## config.mk

```make
export PLATFORM = sky130hd
export DESIGN_NAME = weapons_array
export DESIGN_NICKNAME = d
export VERILOG_FILES = /design/src/rtl/weapons_array.sv
export SDC_FILE = /design/constraint.sdc
export NUM_CORES = 1
export LEC_CHECK = 0
export BUFFER_PORTS_ARGS = -buffer_cell sky130_fd_sc_hd__buf_2
export CAP_MARGIN = 0
export CORE_ASPECT_RATIO = 0.6
export CORE_MARGIN = 2
export CORE_UTILIZATION = 56
export DETAILED_ROUTE_END_ITERATION = 6
export PLACE_DENSITY = 0.85
export SLEW_MARGIN = 40
export SYNTH_ARGS = -nofsm -noshare
export SYNTH_HDL_FRONTEND = slang
export SYNTH_SLANG_ARGS = --single-unit
```

## constraint.sdc

```tcl
create_clock -name clk -period 3.6 [get_ports clk]
set_input_delay 0.72 -clock clk [delete_from_list [all_inputs] [get_ports clk]]
set_output_delay 0.72 -clock clk [all_outputs]
set_load 0.01 [all_outputs]
```

## src/rtl/weapons_array.sv

```systemverilog
// Multi-channel weapon controller: each channel runs a READY/COOL/RELOAD FSM
// with its own ammo store; a shared capacity register bounds every channel.
module weapons_ch #(
  parameter int AW  = 9,
  parameter int CW  = 4,
  parameter int RLD = 8
) (
  input  logic          clk,
  input  logic          rst,
  input  logic          fire_i,
  input  logic          load_i,
  input  logic          attack_i,
  input  logic [AW-1:0] load_val_i,
  input  logic [CW-1:0] cooldown_i,
  input  logic [AW-1:0] cap_i,
  output logic [AW-1:0] ammo_o,
  output logic          ready_o,
  output logic          shot_o,
  output logic          err_o
);
  typedef enum logic [1:0] {READY, COOL, RELOAD} st_t;

  st_t           state_q, state_d;
  logic [CW-1:0] timer_q, timer_d;
  logic [AW-1:0] ammo_q, ammo_d;
  logic [AW-1:0] amt_q, amt_d;
  logic          shot_q, shot_d;
  logic          err_q, err_d;
  logic          clamp, reload_done;
  logic [AW:0]   sum;
  logic [AW-1:0] refill;

  always_ff @(posedge clk or posedge rst) begin
    if (rst) begin
      state_q <= READY;
      timer_q <= '0;
      ammo_q  <= '0;
      amt_q   <= '0;
      shot_q  <= 1'b0;
      err_q   <= 1'b0;
    end else begin
      state_q <= state_d;
      timer_q <= timer_d;
      ammo_q  <= ammo_d;
      amt_q   <= amt_d;
      shot_q  <= shot_d;
      err_q   <= err_d;
    end
  end

  // Refill is summed one bit wider so it saturates at cap instead of wrapping.
  assign sum         = {1'b0, ammo_q} + {1'b0, amt_q};
  assign refill      = (sum > {1'b0, cap_i}) ? cap_i : sum[AW-1:0];
  assign clamp       = ammo_q > cap_i;
  assign reload_done = (state_q == RELOAD) && (timer_q <= CW'(1));

  always_comb begin
    state_d = state_q;
    timer_d = timer_q;
    ammo_d  = ammo_q;
    amt_d   = amt_q;
    shot_d  = 1'b0;
    err_d   = 1'b0;
    case (state_q)
      READY: begin
        if (load_i) begin
          amt_d   = load_val_i;
          timer_d = CW'(RLD);
          state_d = RELOAD;
        end else if (fire_i) begin
          if (attack_i && ammo_q != '0) begin
            if (!clamp) begin
              shot_d = 1'b1;
              ammo_d = ammo_q - 1'b1;
              // A cooldown of 0 or 1 still allows a shot every cycle.
              if (cooldown_i > CW'(1)) begin
                state_d = COOL;
                timer_d = cooldown_i;
              end
            end
          end else begin
            err_d = 1'b1;
          end
        end
      end
      COOL: begin
        if (load_i) begin
          amt_d   = load_val_i;
          timer_d = CW'(RLD);
          state_d = RELOAD;
        end else begin
          // Back to READY as the timer reaches 1, giving a spacing of exactly cooldown.
          timer_d = timer_q - 1'b1;
          if (timer_q <= CW'(2)) state_d = READY;
        end
      end
      RELOAD: begin
        err_d = fire_i;
        if (reload_done) begin
          ammo_d  = refill;
          timer_d = '0;
          state_d = READY;
        end else begin
          timer_d = timer_q - 1'b1;
        end
      end
      default: state_d = READY;
    endcase
    if (clamp && !reload_done) ammo_d = cap_i;
  end

  always_comb begin
    ready_o = (state_q == READY) && (ammo_q != '0);
    shot_o  = shot_q;
    err_o   = err_q;
    ammo_o  = ammo_q;
  end
endmodule

module weapons_array #(
  parameter int NCH     = 4,
  parameter int AW      = 9,
  parameter int CW      = 4,
  parameter int RLD     = 8,
  parameter int CAP_RST = 300
) (
  input  logic              clk,
  input  logic              rst,
  input  logic [3:0]        mode,
  input  logic [NCH-1:0]    fire,
  input  logic [NCH-1:0]    load,
  input  logic [AW-1:0]     load_val,
  input  logic [CW-1:0]     cooldown,
  input  logic              cap_we,
  input  logic [AW-1:0]     cap_val,
  output logic [NCH*AW-1:0] ammo,
  output logic [NCH-1:0]    ready,
  output logic [NCH-1:0]    shot,
  output logic [NCH-1:0]    err
);
  logic [AW-1:0] cap_q;
  logic          attack;

  always_ff @(posedge clk or posedge rst) begin
    if (rst)         cap_q <= AW'(CAP_RST);
    else if (cap_we) cap_q <= cap_val;
  end

  assign attack = (mode == 4'b0010);

  for (genvar g = 0; g < NCH; g++) begin : g_ch
    weapons_ch #(.AW(AW), .CW(CW), .RLD(RLD)) u_ch (
      .clk        (clk),
      .rst        (rst),
      .fire_i     (fire[g]),
      .load_i     (load[g]),
      .attack_i   (attack),
      .load_val_i (load_val),
      .cooldown_i (cooldown),
      .cap_i      (cap_q),
      .ammo_o     (ammo[g*AW +: AW]),
      .ready_o    (ready[g]),
      .shot_o     (shot[g]),
      .err_o      (err[g])
    );
  end
endmodule
```

==> results.yml, run 1 <==
synth:
  synth_cell_types: 83
  netlist_area_um2: 9850
  synth_top_cell_by_area: "dfrtp_1"
  synthFlopType: "dfrtp_1"
  async_reset_ff_share_pct: 100
  netlist_instances: 1062
  synth-edff-count: 0
  synth.area.top_cells: "dfrtp_1 28%, ha_1 18%, mux2_2 6.3%"
  syn-num-nets: 1243
  ys_warn_count: 0
  yosysSeqAreaShare_pct: 28.7
  synthDominantCellAreaShare_pct: 27.7
  synth_seq_cells: 113
  synth.avg_cell_area_um2: 9.28
sta:
  max_clock_freq_mhz: 237
  finalWorstSetupSlack_ns: -0.624
  finalCritPeriodShare_pct: 117
  fin_skew_ns: 0.0147
  setup_viol: 36
  maxSlewViolCount: 0
  relSlewSlack_pct: 43.3
  post-route-min-period_ns: 4.22
  hold_viol: 0
  whs_ns: 0.468
  tightest_slew_ns: 0.851
  rsz0062_at_grt: "true"
clocking:
  clk_latency_ns: 0.44
  path_clk_slew_ns: 0.06
  tritoncts: "done"
  cts_hold_buf: 0
  clock-sinks: 113
  numCtsBuffers: 17
  cts-htree-levels: 4
  root_buffer: "clkbuf_16"
  ctsLongestPathBuffers: 2
floorplanning:
  die_y_um: 107
  initial_utilization_pct: 57.4
  die-area_um2: 18700
  placementRows: 37
  io_pins: 85
  core_um2: 17200
  die_w_um: 175
critical_path:
  arrival_ns: 4.53
  cp_max_fo: 6
  end_kind: "flop"
  crit_family: "compound AO/OA/AOI/OAI gates"
  rr_endpoint: "g_ch[1].u_ch.ammo_o[3]"
  path_class: "reg2reg"
  slowest_delay_ns: 0.53
  path_cells: "ha_4, a21oi_4, o211ai_1, o41ai_2, xnor2_1, ha_1, a21o_1, a21oi_2, o2111ai_2, a211o_4, buf_4, nor4_4, a311oi_1, mux2_4"
  r2r-start: "g_ch[1].u_ch.ammo_o[1]"
  r2r_slack_ns: -0.62
  cp.required_ns: 3.90
  start_kind: "flop"
  rr_worst_depth: 14
  cp_slowest_cell: "dfrtp_1"
  critical_path_buf_inv_count: 1
route:
  wl_um: 39900
  met1_length_um: 15000
  wl_met3_um: 6530
  dr.pass1.iters: 7
  via_count: 10900
  top_layer_used: "met5"
  drt_iter0_markers: 2035
  drc: 78
  wl_per_cell_um: 26.4
  postRouteAntennaNets: 0
  wl_met2_um: 15700
  viasPerCell: 7.18
outcome:
  status: "finished, violations left"
  violations: "DRC, setup timing"
flow_run:
  max_cap_viol_count: 0
layout:
  final_util_pct: 73.9
  layout_common_cells: "127 x ha_1, 110 x buf_4, 107 x dfrtp_1"
  nets: 1444
  drive_above_1_share_pct: 32.8
  final_common_cell: "ha_1"
  finish.instance_area_um2: 12700
  syn_to_final_growth_pct: 28.8
placement:
  port_buffers: 84
  dpl_cell_area_um2: 11200
  place_congestion: 1.02
  dp_hpwl_um: 24500
  place_ws_ns: -0.275
global_routing:
  first_global_vias: 9700
  grt_usage_pct: 37.5
  overflow: 0
  antenna_found_initial: 3
  grt_max_degree: 114
  grt_pass1_wl_um: 54100
hold_path:
  hold_path_class: "in2async"
logic make-up (layout without fill, tap and decap cells):
kind of cell | Yosys count | after routing | share of synthesized area (%)
mux | 77 | 77 | 8.62
buf+inv | 109 | 322 | 4.70
fa+ha+maj | 144 | 144 | 18.6
compound gates | 294 | 295 | 20.8
simple gates | 272 | 272 | 13.8
flops | 113 | 113 | 28.7
other cells | 0 | 2 | 0
xor+xnor | 53 | 53 | 4.71
Yosys cell counts, types with 5 or more instances:
cell / n
buf_4: 12
o21bai_1: 6
nand2b_1: 11
a21o_1: 15
or3_1: 6
o22ai_1: 14
o211ai_1: 11
nor3_1: 27
and2_1: 8
a2bb2oi_1: 5
ha_1: 140
nor2_1: 55
o21ai_0: 56
o31ai_1: 12
nand2_1: 77
dfrtp_1: 109
nand4_1: 10
a222oi_1: 12
nand3_1: 27
a22o_1: 6
xnor2_1: 38
mux2i_1: 20
nor4_1: 8
xor2_1: 15
clkbuf_1: 12
a21oi_1: 64
a211oi_1: 10
o21a_1: 11
nor2b_1: 11
mux2_2: 55
and3_1: 10
o31a_1: 10
inv_1: 82
flip-flops by register name (all words and copies together), names as in the netlist:
name               flops
cap_q                  9
g_ch.u_ch.shot_o       4
g_ch.u_ch.state_q      8
g_ch.u_ch.err_o        4
g_ch.u_ch.timer_q     16
g_ch.u_ch.amt_q       36
g_ch.u_ch.ammo_o      36
cell type report:
type,count,area [um2]
multi-input combinational,841,7240
fill,1104,4490
sequential,113,2840
timing repair buffer,207,1400
clock buffer,18,439
inverter,83,315
tap,234,293
clock inverter,14,156
antenna,2,5.00
worst min-delay path: stages:
cell,delay (ns)
buf_2,0.11
clkinvlp_4,0.07
buf_12,0.46
metal layers:
metal	track usage (%)	up-vias
li1	-	4375
met1	53.7	5121
met2	52.7	1038
met3	12.9	323
met4	12.0	4
met5	0	-
stage by stage:
step,TNS [ns],std cells
6_report,-13.10,1512
5_1_grt,-13.93,1510
4_1_cts,-0.961,1501
3_5_place_dp,-5.04,1452
3_3_place_gp,-1.65,1452
2_1_floorplan,0,1062
worst max path at each step:
stage / from / cells after the start / end / slack, ns
2_1_floorplan: g_ch[2].u_ch.ammo_o[0] / 14 / g_ch[2].u_ch.ammo_o[0] / 0.002
3_3_place_gp: g_ch[0].u_ch.ammo_o[0] / 16 / g_ch[0].u_ch.ammo_o[1] / -0.14
3_5_place_dp: g_ch[0].u_ch.ammo_o[0] / 16 / g_ch[0].u_ch.ammo_o[1] / -0.28
4_1_cts: g_ch[3].u_ch.amt_q[1] / 13 / g_ch[3].u_ch.ammo_o[4] / -0.11
5_1_grt: g_ch[0].u_ch.ammo_o[0] / 16 / g_ch[0].u_ch.ammo_o[0] / -0.59
6_report: g_ch[1].u_ch.ammo_o[1] / 14 / g_ch[1].u_ch.ammo_o[3] / -0.62
repair_timing:
action                                  CTS  global route
resized for setup                        56            65
hold endpoints to repair                  0             0
pin swaps                                42            48
endpoints found under the setup margin   36            36
gates cloned                              1             0
setup buffers                            17            10
Power of run 1 is not shown: default switching activity piles up to over one toggle a cycle in this logic, so the estimate is an artifact.
==> run 2, diff against run 1 <==
CORE_MARGIN = unset   (was 2)
CORE_UTILIZATION = 60   (was 56)
PLACE_DENSITY = 0.86   (was 0.85)
clock period = 4.24 ns   (was 3.6 ns; I/O delays follow)
==> results.yml, run 2 (same netlist as run 1, synthesis figures left out) <==
clocking:
  numCtsBuffers: 17
  root_buffer: "clkbuf_16"
  ctsLongestPathBuffers: 2
  clk_latency_ns: 0.43
  path_clk_slew_ns: 0.06
  cts-htree-levels: 4
  cts_hold_buf: 0
  tritoncts: "done"
  clock-sinks: 113
floorplanning:
  die_w_um: 167
  io_pins: 85
  placementRows: 35
  core_um2: 15700
  die_y_um: 101
  die-area_um2: 17000
  initial_utilization_pct: 62.9
layout:
  drive_above_1_share_pct: 20.7
  finish.instance_area_um2: 11300
  final_util_pct: 72.3
  layout_common_cells: "140 x ha_1, 109 x dfrtp_1, 84 x buf_2"
  final_common_cell: "ha_1"
  syn_to_final_growth_pct: 15.0
  nets: 1350
placement:
  dpl_cell_area_um2: 10600
  place_congestion: 1.01
  dp_hpwl_um: 23100
  port_buffers: 84
critical_path:
  cp-startpoint: "g_ch[3].u_ch.ammo_o[0]"
  end_kind: "flop"
  r2r_slack_ns: 0.09
  cp_max_fo: 8
  rr_worst_depth: 15
  path_class: "reg2reg"
  cp.required_ns: 4.60
  r2r-start: "g_ch[3].u_ch.ammo_o[0]"
  start_kind: "flop"
  arrival_ns: 4.51
  rr_endpoint: "g_ch[3].u_ch.ammo_o[1]"
global_routing:
  grt_usage_pct: 37.7
  first_global_vias: 8819
  overflow: 0
  grt_max_degree: 66
  grt_pass1_wl_um: 48500
  antenna_found_initial: 0
flow_run:
  max_cap_viol_count: 0
hold_path:
  min_path_cells: 1
  holdPathEnd: "g_ch[1].u_ch.amt_q[4]"
  hold_path_class: "reg2reg"
  min_from: "g_ch[1].u_ch.amt_q[4]"
route:
  drt_iter0_markers: 1297
  viasPerCell: 6.70
  wl_per_cell_um: 22.5
  wl_um: 31100
  dr.pass1.iters: 7
  drc: 13
  postRouteAntennaNets: 0
  via_count: 9281
sta:
  setup_viol: 0
  maxSlewViolCount: 0
  finalCritPeriodShare_pct: 97.8
  max_clock_freq_mhz: 241
  relSlewSlack_pct: 46.6
  fin_skew_ns: 0.0107
  hold_viol: 0
  tightest_slew_ns: 0.802
  post-route-min-period_ns: 4.15
outcome:
  violations: "DRC"
  status: "finished, violations left"
run 2: cell count changes in the layout (fill, tap and decap cells not counted), sizes merged:
cell	change
bufinv	+2
inv	-1
a22o	-1
clkinvlp	-3
buf	-93
diode	-1
clkbuf	+2
run 2: worst max-delay path by stage:
stage / end / cells past startpoint
after floorplan: g_ch[2].u_ch.ammo_o[0] / 14
after global placement: g_ch[2].u_ch.ammo_o[1] / 15
after detailed placement: g_ch[2].u_ch.ammo_o[0] / 15
after CTS: g_ch[3].u_ch.ammo_o[1] / 15
after global routing: g_ch[2].u_ch.ammo_o[0] / 15
final: g_ch[3].u_ch.ammo_o[1] / 15
run 2: worst max-delay path, stage by stage (launching register included):
cell and delay (ns):
dfrtp_1 0.44, ha_1 0.27, fa_1 0.45, a21oi_2 0.20, o211ai_1 0.14, or3_1 0.36
a31oi_2 0.23, xnor2_1 0.15, ha_1 0.22, nor2_1 0.11, o21ai_0 0.09, a221o_1 0.26
a21o_1 0.24, a21o_2 0.31, a222oi_1 0.38, mux2_2 0.22
run 2: timing repair:
item / CTS / global route
setup endpoints to repair: 0 / 25
endpoints found under the hold margin: 0 / 0
resized for setup: 0 / 13
buffers inserted: 0 / 1
run 2: metrics by stage:
step                instances  hold slack, ns  setup slack [ns]  TNS [ns]
floorplan                1062           0.484             0.335         0
global placement         1352           0.491             0.171         0
detailed placement       1352           0.500            0.0828         0
CTS                      1384           0.513            0.0457         0
global route             1385           0.533           -0.0695    -0.150
finish                   1386           0.512            0.0948         0
run 2: cell type report:
type	count	area (um2)
inverters	83	317
fillers	1121	4350
flip-flops and latches	113	2830
multi-input cells	840	6640
clock buffers	20	447
well taps	203	254
repair buffers	114	658
diodes	1	2.50
clock inverters	12	184
run 2: routing by layer:
metal / up-vias / global-route usage, % / routed length (um)
li1: 4183 / - / -
met1: 4390 / 53.2 / 13400
met2: 630 / 51.8 / 12300
met3: 78 / 15.2 / 4680
met4: 0 / 13.1 / 780
met5: - / 0 / 0
Power of run 2 is left out for the same reason.
==> run 3, diff against run 2 <==
ABC_AREA = 1   (was unset)
==> results.yml, run 3 <==
floorplanning:
  io_pins: 85
  placementRows: 37
  die_y_um: 106
  initial_utilization_pct: 62.3
  die_w_um: 176
  core_um2: 17500
  die-area_um2: 18700
synth:
  synth_seq_cells: 113
  yosysSeqAreaShare_pct: 26.0
  syn-num-nets: 1755
  yosys-top-cells-count: "506 x nand2_1, 213 x inv_1, 140 x ha_1"
  yosys.cell_count.top_type: "nand2_1"
  synth.avg_cell_area_um2: 6.91
  synth.area.top_cells: "dfrtp_1 25%, nand2_1 17%, ha_1 16%"
  synth_top_cell_by_area: "dfrtp_1"
  netlist_instances: 1574
  synthDominantCellAreaShare_pct: 25.1
  async_reset_ff_share_pct: 100
  synthFlopType: "dfrtp_1"
  synth-edff-count: 0
  ys_warn_count: 0
  synth_cell_types: 51
  netlist_area_um2: 10900
clocking:
  root_buffer: "clkbuf_16"
  cts-htree-levels: 4
  clk_latency_ns: 0.43
  numCtsBuffers: 17
  path_clk_slew_ns: 0.06
  tritoncts: "done"
  postCtsSetupBuffers: 0
  clock-sinks: 113
  cts_hold_buf: 0
  ctsLongestPathBuffers: 2
  cts-resized-gates: 0
sta:
  max_clock_freq_mhz: 277
  fin_skew_ns: 0.00891
  tightest_slew_ns: 0.860
  rsz0062_at_grt: "false"
  maxSlewViolCount: 0
  finalCritPeriodShare_pct: 85.0
  hold_viol: 0
  post-route-min-period_ns: 3.61
  setup_viol: 0
  tns_ns: 0
  relSlewSlack_pct: 42.0
layout:
  drive_above_1_share_pct: 11.9
  layout_common_cells: "506 x nand2_1, 212 x inv_1, 140 x ha_1"
  nets: 1843
  diodes: 0
  final_common_cell: "nand2_1"
  final_util_pct: 69.4
  fillCellCount: 1441
  fin_cells: 1909
  syn_to_final_growth_pct: 11.4
global_routing:
  overflow: 0
  first_global_vias: 10300
  grt_usage_pct: 37.8
  grt_pass1_wl_um: 54400
  grt_max_degree: 94
  antenna_found_initial: 0
route:
  viasPerCell: 5.90
  wl_per_cell_um: 18.0
  via_count: 11300
  drt_iter0_markers: 1349
  drc: 0
  postRouteAntennaNets: 0
  dr.pass1.iters: 6
  wl_um: 34300
critical_path:
  end_kind: "flop"
  cp.required_ns: 4.60
  start_kind: "flop"
  rr_endpoint: "g_ch[1].u_ch.ammo_o[5]"
  rr_worst_depth: 20
  r2r_slack_ns: 0.63
  path_class: "reg2reg"
  arrival_ns: 3.97
  r2r-start: "g_ch[1].u_ch.ammo_o[3]"
  cp_max_fo: 9
placement:
  dp.cells: 1877
  place_congestion: 0.969
  dp_hpwl_um: 25000
  port_buffers: 84
outcome:
  status: "finished clean"
hold_path:
  hold_path_class: "in2async"
flow_run:
  max_cap_viol_count: 0
run 3: cell types whose count changed in the layout (fill, tap and decap cells not counted), moves of 23 or more:
| cell | change |
|---|---|
| nand2_1 | +430 |
| inv_1 | +131 |
| nand3_1 | +81 |
| mux2_2 | -46 |
| nor2_1 | +41 |
| nand4_1 | +40 |
| xnor2_1 | -23 |
run 3: worst max path at each step:
stage	start	endpoint	slack [ns]
6_report	g_ch[1].u_ch.ammo_o[3]	g_ch[1].u_ch.ammo_o[5]	0.63
5_1_grt	g_ch[1].u_ch.ammo_o[2]	g_ch[1].u_ch.ammo_o[5]	0.50
4_1_cts	g_ch[1].u_ch.ammo_o[3]	g_ch[1].u_ch.ammo_o[5]	0.74
3_5_place_dp	g_ch[3].u_ch.ammo_o[0]	g_ch[3].u_ch.ammo_o[3]	0.88
3_3_place_gp	g_ch[3].u_ch.ammo_o[0]	g_ch[3].u_ch.ammo_o[3]	0.93
2_1_floorplan	rst	cap_q[0]	0.41
run 3: cell type report:
cell class,count,area (um2),share of cell area (%)
inverters,229,862,7.11
multi-input cells,1206,7000,57.8
flip-flops and latches,113,2830,23.4
clock inverters,13,160,1.32
clock buffers,19,453,3.74
repair buffers,95,515,4.25
well taps,234,293,2.42
run 3: cell families (layout without fill, tap and decap cells):
group                      count (synthesis)  after routing  synth area share (%)
muxes                                      9              9                 0.932
and+or+nand+nor                          821            821                  32.9
AOI/OAI and AO/OA                        197            197                  10.9
adders and majority gates                144            144                  16.8
xor gates and xnor gates                  35             35                  2.82
DFF                                      113            113                  26.0
buffers and inverters                    255            356                  9.56
run 3: stage by stage:
stage	hold slack, ns	instance area (um2)	setup WS (ns)
detailed placement	0.463	11500	0.880
CTS	0.390	12100	0.744
floorplan	0.446	10900	0.411
global placement	0.462	11500	0.931
global route	0.404	12100	0.497
finish	0.385	12100	0.634
run 3: layer usage:
metal	GRT usage (%)	vias up	wire length, um
met3	9.23	94	4610
met4	14.3	0	1100
met1	55.5	5136	15000
met5	0	-	0
li1	-	5307	-
met2	52.9	722	13600
run 3: worst max-delay path, cell delays in order, from the launching register on:
cell	delay, ns
dfrtp_1	0.49
ha_1	0.39
inv_1	0.11
o21ai_0	0.31
nand2_1	0.11
nand3_1	0.13
nand2_1	0.07
nand2_1	0.05
o21ai_0	0.09
xnor2_1	0.27
ha_1	0.30
and3_1	0.20
nand2_1	0.07
nand2_1	0.07
nand2_2	0.16
nand3_2	0.19
nand2_1	0.12
nand2_1	0.05
a21oi_1	0.21
nand2_1	0.08
nand2_1	0.06
Power of run 3 is left out for the same reason.
